## config.mk

```make
export PLATFORM = sky130hd
export DESIGN_NAME = q_edge_monitor
export DESIGN_NICKNAME = d
export VERILOG_FILES = /design/src/rtl/q_edge_monitor.sv
export SDC_FILE = /design/constraint.sdc
export NUM_CORES = 1
export LEC_CHECK = 0
export ABC_AREA = 1
export BUFFER_PORTS_ARGS = -buffer_cell sky130_fd_sc_hd__buf_2
export CORE_MARGIN = 8
export CORE_UTILIZATION = 58
export CTS_BUF_LIST = sky130_fd_sc_hd__clkbuf_16
export DETAILED_ROUTE_END_ITERATION = 7
export GPL_TIMING_DRIVEN = 1
export PLACE_DENSITY = 0.94
export SYNTH_ARGS = -nofsm -noshare
export SYNTH_HDL_FRONTEND = slang
export SYNTH_SLANG_ARGS = --single-unit
```

## constraint.sdc

```tcl
create_clock -name clock0 -period 2.9 [get_ports clock0]
set_input_delay 0.29 -clock clock0 [delete_from_list [all_inputs] [get_ports clock0]]
set_output_delay 0.29 -clock clock0 [all_outputs]
set_load 0.05 [all_outputs]
```

## src/rtl/q_edge_monitor.sv

```systemverilog
// Purpose : debounce the flip-flop stage's q, emit rise/fall pulses, count transitions, host snapshot.
// Latency : stable_q and pulses at sample edge + DEBOUNCE_CYCLES; edge_count one edge later.
// Backpr. : none on q_in; snapshot is req/ack, HOLD state freezes snap_count until ack.
//
// Ports:
//   clock0, rstn (sync, active low)        clock and reset
//   q_in                                   same-clock q from the flip-flop stage
//   clear                                  zeroes edge_count and count_sat
//   stable_q, rise_pulse, fall_pulse       debounced level and one-cycle change pulses
//   edge_count, count_sat                  saturating transition counter and sticky saturation flag
//   snap_req, snap_ack                     host snapshot handshake
//   snap_valid, snap_count                 held snapshot of edge_count
module q_edge_monitor #(
  parameter int DEBOUNCE_CYCLES = 4,
  parameter int CNT_WIDTH       = 16
) (
  input  logic                 clock0,
  input  logic                 rstn,
  input  logic                 q_in,
  input  logic                 clear,
  output logic                 stable_q,
  output logic                 rise_pulse,
  output logic                 fall_pulse,
  output logic [CNT_WIDTH-1:0] edge_count,
  output logic                 count_sat,
  input  logic                 snap_req,
  input  logic                 snap_ack,
  output logic                 snap_valid,
  output logic [CNT_WIDTH-1:0] snap_count
);

  typedef enum logic {
    IDLE = 1'b0,
    HOLD = 1'b1
  } snap_state_e;

  localparam logic [7:0]           RUN_LAST   = 8'(DEBOUNCE_CYCLES - 1);
  localparam logic [CNT_WIDTH-1:0] CNT_MAX    = '1;
  localparam logic [CNT_WIDTH-1:0] CNT_PENULT = {{(CNT_WIDTH-1){1'b1}}, 1'b0};
  localparam logic [CNT_WIDTH-1:0] CNT_ONE    = CNT_WIDTH'(1);

  logic                 q_r_q, q_r_d;
  logic [7:0]           run_cnt_q, run_cnt_d;
  logic                 stable_lvl_q, stable_lvl_d;
  logic                 rise_q, rise_d;
  logic                 fall_q, fall_d;
  logic [CNT_WIDTH-1:0] edge_count_q, edge_count_d;
  logic                 count_sat_q, count_sat_d;
  logic                 snap_valid_q, snap_valid_d;
  logic [CNT_WIDTH-1:0] snap_count_q, snap_count_d;
  snap_state_e          state_q, state_d;

  // Debouncer: run_cnt counts consecutive edges on which the sampled level
  // disagrees with the accepted level; a single agreeing sample restarts it.
  always_comb begin
    q_r_d        = q_in;
    run_cnt_d    = run_cnt_q;
    stable_lvl_d = stable_lvl_q;
    rise_d       = 1'b0;
    fall_d       = 1'b0;
    if (q_r_q == stable_lvl_q) begin
      run_cnt_d = 8'd0;
    end else if (run_cnt_q == RUN_LAST) begin
      stable_lvl_d = q_r_q;
      run_cnt_d    = 8'd0;
      rise_d       = q_r_q;
      fall_d       = ~q_r_q;
    end else begin
      run_cnt_d = run_cnt_q + 8'd1;
    end
  end

  // Counter counts the registered pulses, so it lags stable_q by one edge.
  // Clear takes priority over a coincident pulse.
  always_comb begin
    edge_count_d = edge_count_q;
    count_sat_d  = count_sat_q;
    if (clear) begin
      edge_count_d = '0;
      count_sat_d  = 1'b0;
    end else if ((rise_q || fall_q) && (edge_count_q != CNT_MAX)) begin
      edge_count_d = edge_count_q + CNT_ONE;
      if (edge_count_q == CNT_PENULT) begin
        count_sat_d = 1'b1;
      end
    end
  end

  // Snapshot FSM: capture the pre-edge count in IDLE, hold it until ack.
  always_comb begin
    state_d      = state_q;
    snap_valid_d = snap_valid_q;
    snap_count_d = snap_count_q;
    case (state_q)
      IDLE: begin
        if (snap_req) begin
          snap_count_d = edge_count_q;
          snap_valid_d = 1'b1;
          state_d      = HOLD;
        end
      end
      HOLD: begin
        if (snap_ack) begin
          snap_valid_d = 1'b0;
          state_d      = IDLE;
        end
      end
      default: begin
        state_d      = IDLE;
        snap_valid_d = 1'b0;
      end
    endcase
  end

  always_ff @(posedge clock0) begin
    if (!rstn) begin
      q_r_q        <= 1'b0;
      run_cnt_q    <= 8'd0;
      stable_lvl_q <= 1'b0;
      rise_q       <= 1'b0;
      fall_q       <= 1'b0;
      edge_count_q <= '0;
      count_sat_q  <= 1'b0;
      snap_valid_q <= 1'b0;
      snap_count_q <= '0;
      state_q      <= IDLE;
    end else begin
      q_r_q        <= q_r_d;
      run_cnt_q    <= run_cnt_d;
      stable_lvl_q <= stable_lvl_d;
      rise_q       <= rise_d;
      fall_q       <= fall_d;
      edge_count_q <= edge_count_d;
      count_sat_q  <= count_sat_d;
      snap_valid_q <= snap_valid_d;
      snap_count_q <= snap_count_d;
      state_q      <= state_d;
    end
  end

  assign stable_q   = stable_lvl_q;
  assign rise_pulse = rise_q;
  assign fall_pulse = fall_q;
  assign edge_count = edge_count_q;
  assign count_sat  = count_sat_q;
  assign snap_valid = snap_valid_q;
  assign snap_count = snap_count_q;

endmodule

```

* After elaboration in Yosys (flattened, before gate mapping)
Index checks and enable logic that the tools add are counted.
** Storage, ports and cells
- Logic and storage cells :: 38
- Output and inout port bits :: 37
- Register bits :: 47
** Cells by class
- Equal/unequal tests :: 6
- Bitwise gates (word level) :: 5
- Muxes and demuxes :: 6
- Reduce and logical (&&, ||, !) cells :: 9
- Add/sub/neg operators :: 2
** Operator list (number)
- adder 16 x 1 -> 16 bit, second input constant :: 1
- equality test 16 bit, second input constant :: 1
- inequality test 16 bit, second input constant :: 1
- adder 8 x 1 -> 8 bit, second input constant :: 1
- equality test 8 x 2 -> 1 bit, second input constant :: 1
- AND reduction 2 bit :: 4
- OR reduction 3 bit :: 2
- inverter 1 bit :: 5
- two-way mux 1 bit :: 4
- inequality test 2 bit, second input constant :: 2
- case mux 1 bit (2 select lines) :: 2
- OR reduction 2 bit :: 1
- equality test 1 bit :: 1
- logical AND 1 bit :: 1
- logical OR 1 bit :: 1

* Longest topological paths before layout
- Depth after elaboration :: 3
- Mapped depth :: 10

* Worst setup path after synthesis
Ideal clock, no wire load.
- Path type :: register to register
- Start :: reg edge_count_q[0], in the netlist edge_count[0]
- End :: reg edge_count_q[0], in the netlist edge_count[0]
- Setup slack :: 1076 ps
- Arrival time :: 1711 ps
- Period minus slack after synthesis :: 1824 ps
- Stages on the path, launching flop included :: 10
- Buffers on the path :: 1
- Cell sequence :: dfxtp_1 -> ha_1 -> inv_1 -> nor2_2 -> nand2_4 -> nor2_4 -> nor2_4 -> buf_6 -> nor2_2 -> nor2_1
** Between the ends
- Word-level cells in the longest chain between the ends :: 2
- Elaborated cells between the ends (all ways) :: 3
- Those cells by class :: add/sub (1); eq/ne (1); reduce/logical (1)
** RTL lines
- start, declared :: line 47 : logic [CNT_WIDTH-1:0] edge_count_q, edge_count_d;
- start signal, assigned :: line 133 : edge_count_q <= edge_count_d;
- parallel branches: the longest is 2 deep, another holds adder 16 x 1 -> 16 bit
Several ways; the timed one is not identified.
A chain may end at the register's enable or synchronous reset.

* Final worst setup path
- Start :: reg edge_count_q[0], in the netlist edge_count[0]
- End :: reg edge_count_q[15], in the netlist edge_count[15]
The elaborated chain is that of the path after synthesis.

==> flow_summary.yaml <==
status:
  outcome: "complete, no violations"
clock_tree:
  clock_latency_ns: 0.28
  ctsRootBufferMaster: "clkbuf_16"
  ctsLongestPathBuffers: 2
  cts-resized-gates: 0
  ctsHoldBuffers: 0
  htreeDepth: 2
  cts.clk_slew.worst_paths_ns: 0.06
  cts_made_buffers: 5
  tritoncts: "done"
  cts_setup_buffers: 0
  cts_sinks: 47
sta:
  fmax_mhz: 630.4
  grt_setup_unrepaired: "no"
  setup_viol: 0
  maxSlewViolCount: 0
  fin_crit_sh: 0.5470
  worst_pin_slew_ns: 0.4789
  slew_headroom: 0.6796
  skew_ns: 0.006061
  fin_setup_tns_ns: 0
  hold_viol: 0
  period_needed_ns: 1.586
cells_and_area:
  num-nets-final: 349
  diodes: 0
  drive_above_1_share: 0.2065
  final_cell_mix: "66 x nand2_1, 49 x nor2_1, 47 x dfxtp_1"
  syn2layout_area_growth_pct: 16.97
  final_common_cell: "nand2_1"
  fill_cells: 278
global_routing:
  antenna_found_initial: 0
  grt.total_usage: 0.1671
  grt_max_degree: 26
  grt_pass1_wl_um: 8328
  overflow: 0
  grt_pass1_vias: 1816
pwr:
  ir_drop_v: 0.0003924
  p_per_area_mw_per_mm2: 527.1
  power_leakage_nw: 1.091
  total_power_mw: 1.323
critical_path:
  crit_path_top_delay_cell: "dfxtp_1"
  cp_cell_sequence: "ha_1 > inv_1 > nor2_2 > nand2_4 > nor2_4 > nor2_4 > nand3_1 > nand2_1 > nor2_1"
  critPathCaptureType: "register"
  crit_arrival_ns: 1.77
  crit_fanout: 14
  cp.required_ns: 3.08
  crit_start: "edge_count[0]"
  startpoint_type: "register"
  crit_top_cell: "nor2_4"
  cp_num_buf_inv: 1
  regToRegStartpoint: "edge_count[0]"
  timing_worst_setup_path_type: "reg -> reg"
  path_delay_family: "simple AND/OR/NAND/NOR gates"
  slowest_delay_ns: 0.38
detailed_routing:
  drc: 0
  drt_iter0_drc: 171
  dr.pass1.iters: 5
  detail_route.wl_per_cell_um: 12.66
  routed_via_density: 5.134
  vias: 1987
  wl_um: 4901
  antenna_left: 0
logic_synthesis:
  synthCells: 298
  synthDistinctLibCells: 31
  synth_warnings: 0
  syn_area_per_cell_um2: 7.201
  synth_area_mm2: 0.002146
  synth_top_area_frac: 0.4385
  synth_nets: 307
  synth_top_area_cell: "dfxtp_1"
  ys_seq_elements: 47
  ys_top_cells_by_area: "dfxtp_1 44%, nand2_1 12%, nor2_1 8.6%"
  ys_seq_area_frac: 0.4385
min_path:
  hp-class: "in -> reg"
  hold_start: "q_in"
floorplanning:
  dieArea_mm2: 0.005902
  placementRows: 22
  die_w_um: 76.83
  io_pins: 43
  start_util: 0.5951
  die_h_um: 76.83
  coreArea_mm2: 0.003606
flow_run:
  drv_cap: 0
placed_design:
  place_congestion: 0.9150
  io_buffers: 42
  hpwlAfterDp_um: 3593
==> worst reg2reg max path: stages, from the launching register on <==
cell     delay, ns
dfxtp_1       0.38
ha_1          0.27
inv_1         0.07
nor2_2        0.05
nand2_4       0.10
nor2_4        0.05
nor2_4        0.28
nand3_1       0.14
nand2_1       0.09
nor2_1        0.04
==> area by class of cell <==
cell class | count | area, um^2 | area share
Multi-Input combinational cell | 213 | 1049 | 0.4177
Sequential cell | 47 | 940.9 | 0.3749
Timing Repair Buffer | 43 | 217.7 | 0.08674
Clock buffer | 5 | 125.1 | 0.04985
Inverter | 30 | 113.9 | 0.04536
Tap cell | 48 | 60.06 | 0.02393
Clock inverter | 1 | 3.754 | 0.001496
==> sequential cells by signal, indices dropped and copies added (netlist names) <==
| signal | count |
|---|---|
| snap_count | 16 |
| stable_q | 1 |
| edge_count | 16 |
| run_cnt_q | 8 |
| snap_valid | 1 |
| fall_pulse | 1 |
| rise_pulse | 1 |
| state_q | 1 |
| count_sat | 1 |
| q_r_q | 1 |
==> logic make-up after synthesis <==
family	after synthesis	share of synthesized area
flops	47	0.4385
xor+xnor	5	0.02041
fa+ha+maj	3	0.01749
compound gates	43	0.1003
simple gates	162	0.3504
buf+inv	38	0.07288
==> report_power, final <==
part / total, mW / leakage, nW / internal [mW] / switching [mW]
Sequential: 0.675 / 0.382 / 0.665 / 0.00995
Clock: 0.522 / 0.0669 / 0.306 / 0.216
Combinational: 0.126 / 0.641 / 0.0274 / 0.0983
Total: 1.32 / 1.09 / 0.999 / 0.324
==> final timing paths <==
check | end | slack, ns | depth (start not counted)
max | edge_count[15] | 1.31 | 9
min | q_r_q | 0.19 | 3
max reg2reg | edge_count[15] | 1.31 | 9
min reg2reg | count_sat | 0.45 | 2
==> synth_stat cells, drive strengths merged <==
| cell type | instances |
|---|---|
| nand2 | 71 |
| nor2 | 60 |
| dfxtp | 47 |
| inv | 27 |
| a21oi | 24 |
| o21ai | 19 |
| nand3 | 12 |
| nand4 | 8 |
| buf | 6 |
| nor3 | 4 |
| xor2 | 4 |
| clkinv | 3 |
| ha | 3 |
| clkbuf | 2 |
| nor4 | 2 |
| or2 | 2 |
| and3 | 1 |
| nand3b | 1 |
| nor3b | 1 |
| xnor2 | 1 |
==> layer usage <==
metal / wire (um) / global-route usage / part of all wire / vias to the layer above
met1: 2205 / 0.1975 / 0.45 / 888
met2: 2361 / 0.2804 / 0.48 / 52
met5: 0 / 0 / 0 / -
li1: - / - / - / 1039
met3: 255 / 0.04196 / 0.052 / 8
met4: 78 / 0.06731 / 0.016 / 0
==> metrics by stage <==
stage	cells	worst slack (ns)	util	cell area, um^2	hold slack [ns]
3_5_place_dp	381	1.188	0.6603	2381	0.4397
4_1_cts	387	1.319	0.6960	2510	0.1884
5_1_grt	387	1.194	0.6960	2510	0.2294
3_3_place_gp	381	1.287	0.6603	2381	0.4348
2_1_floorplan	298	1.076	-	2146	0.3876
6_report	387	1.314	0.6960	2510	0.1894
Power figures use the tool's default switching activity.
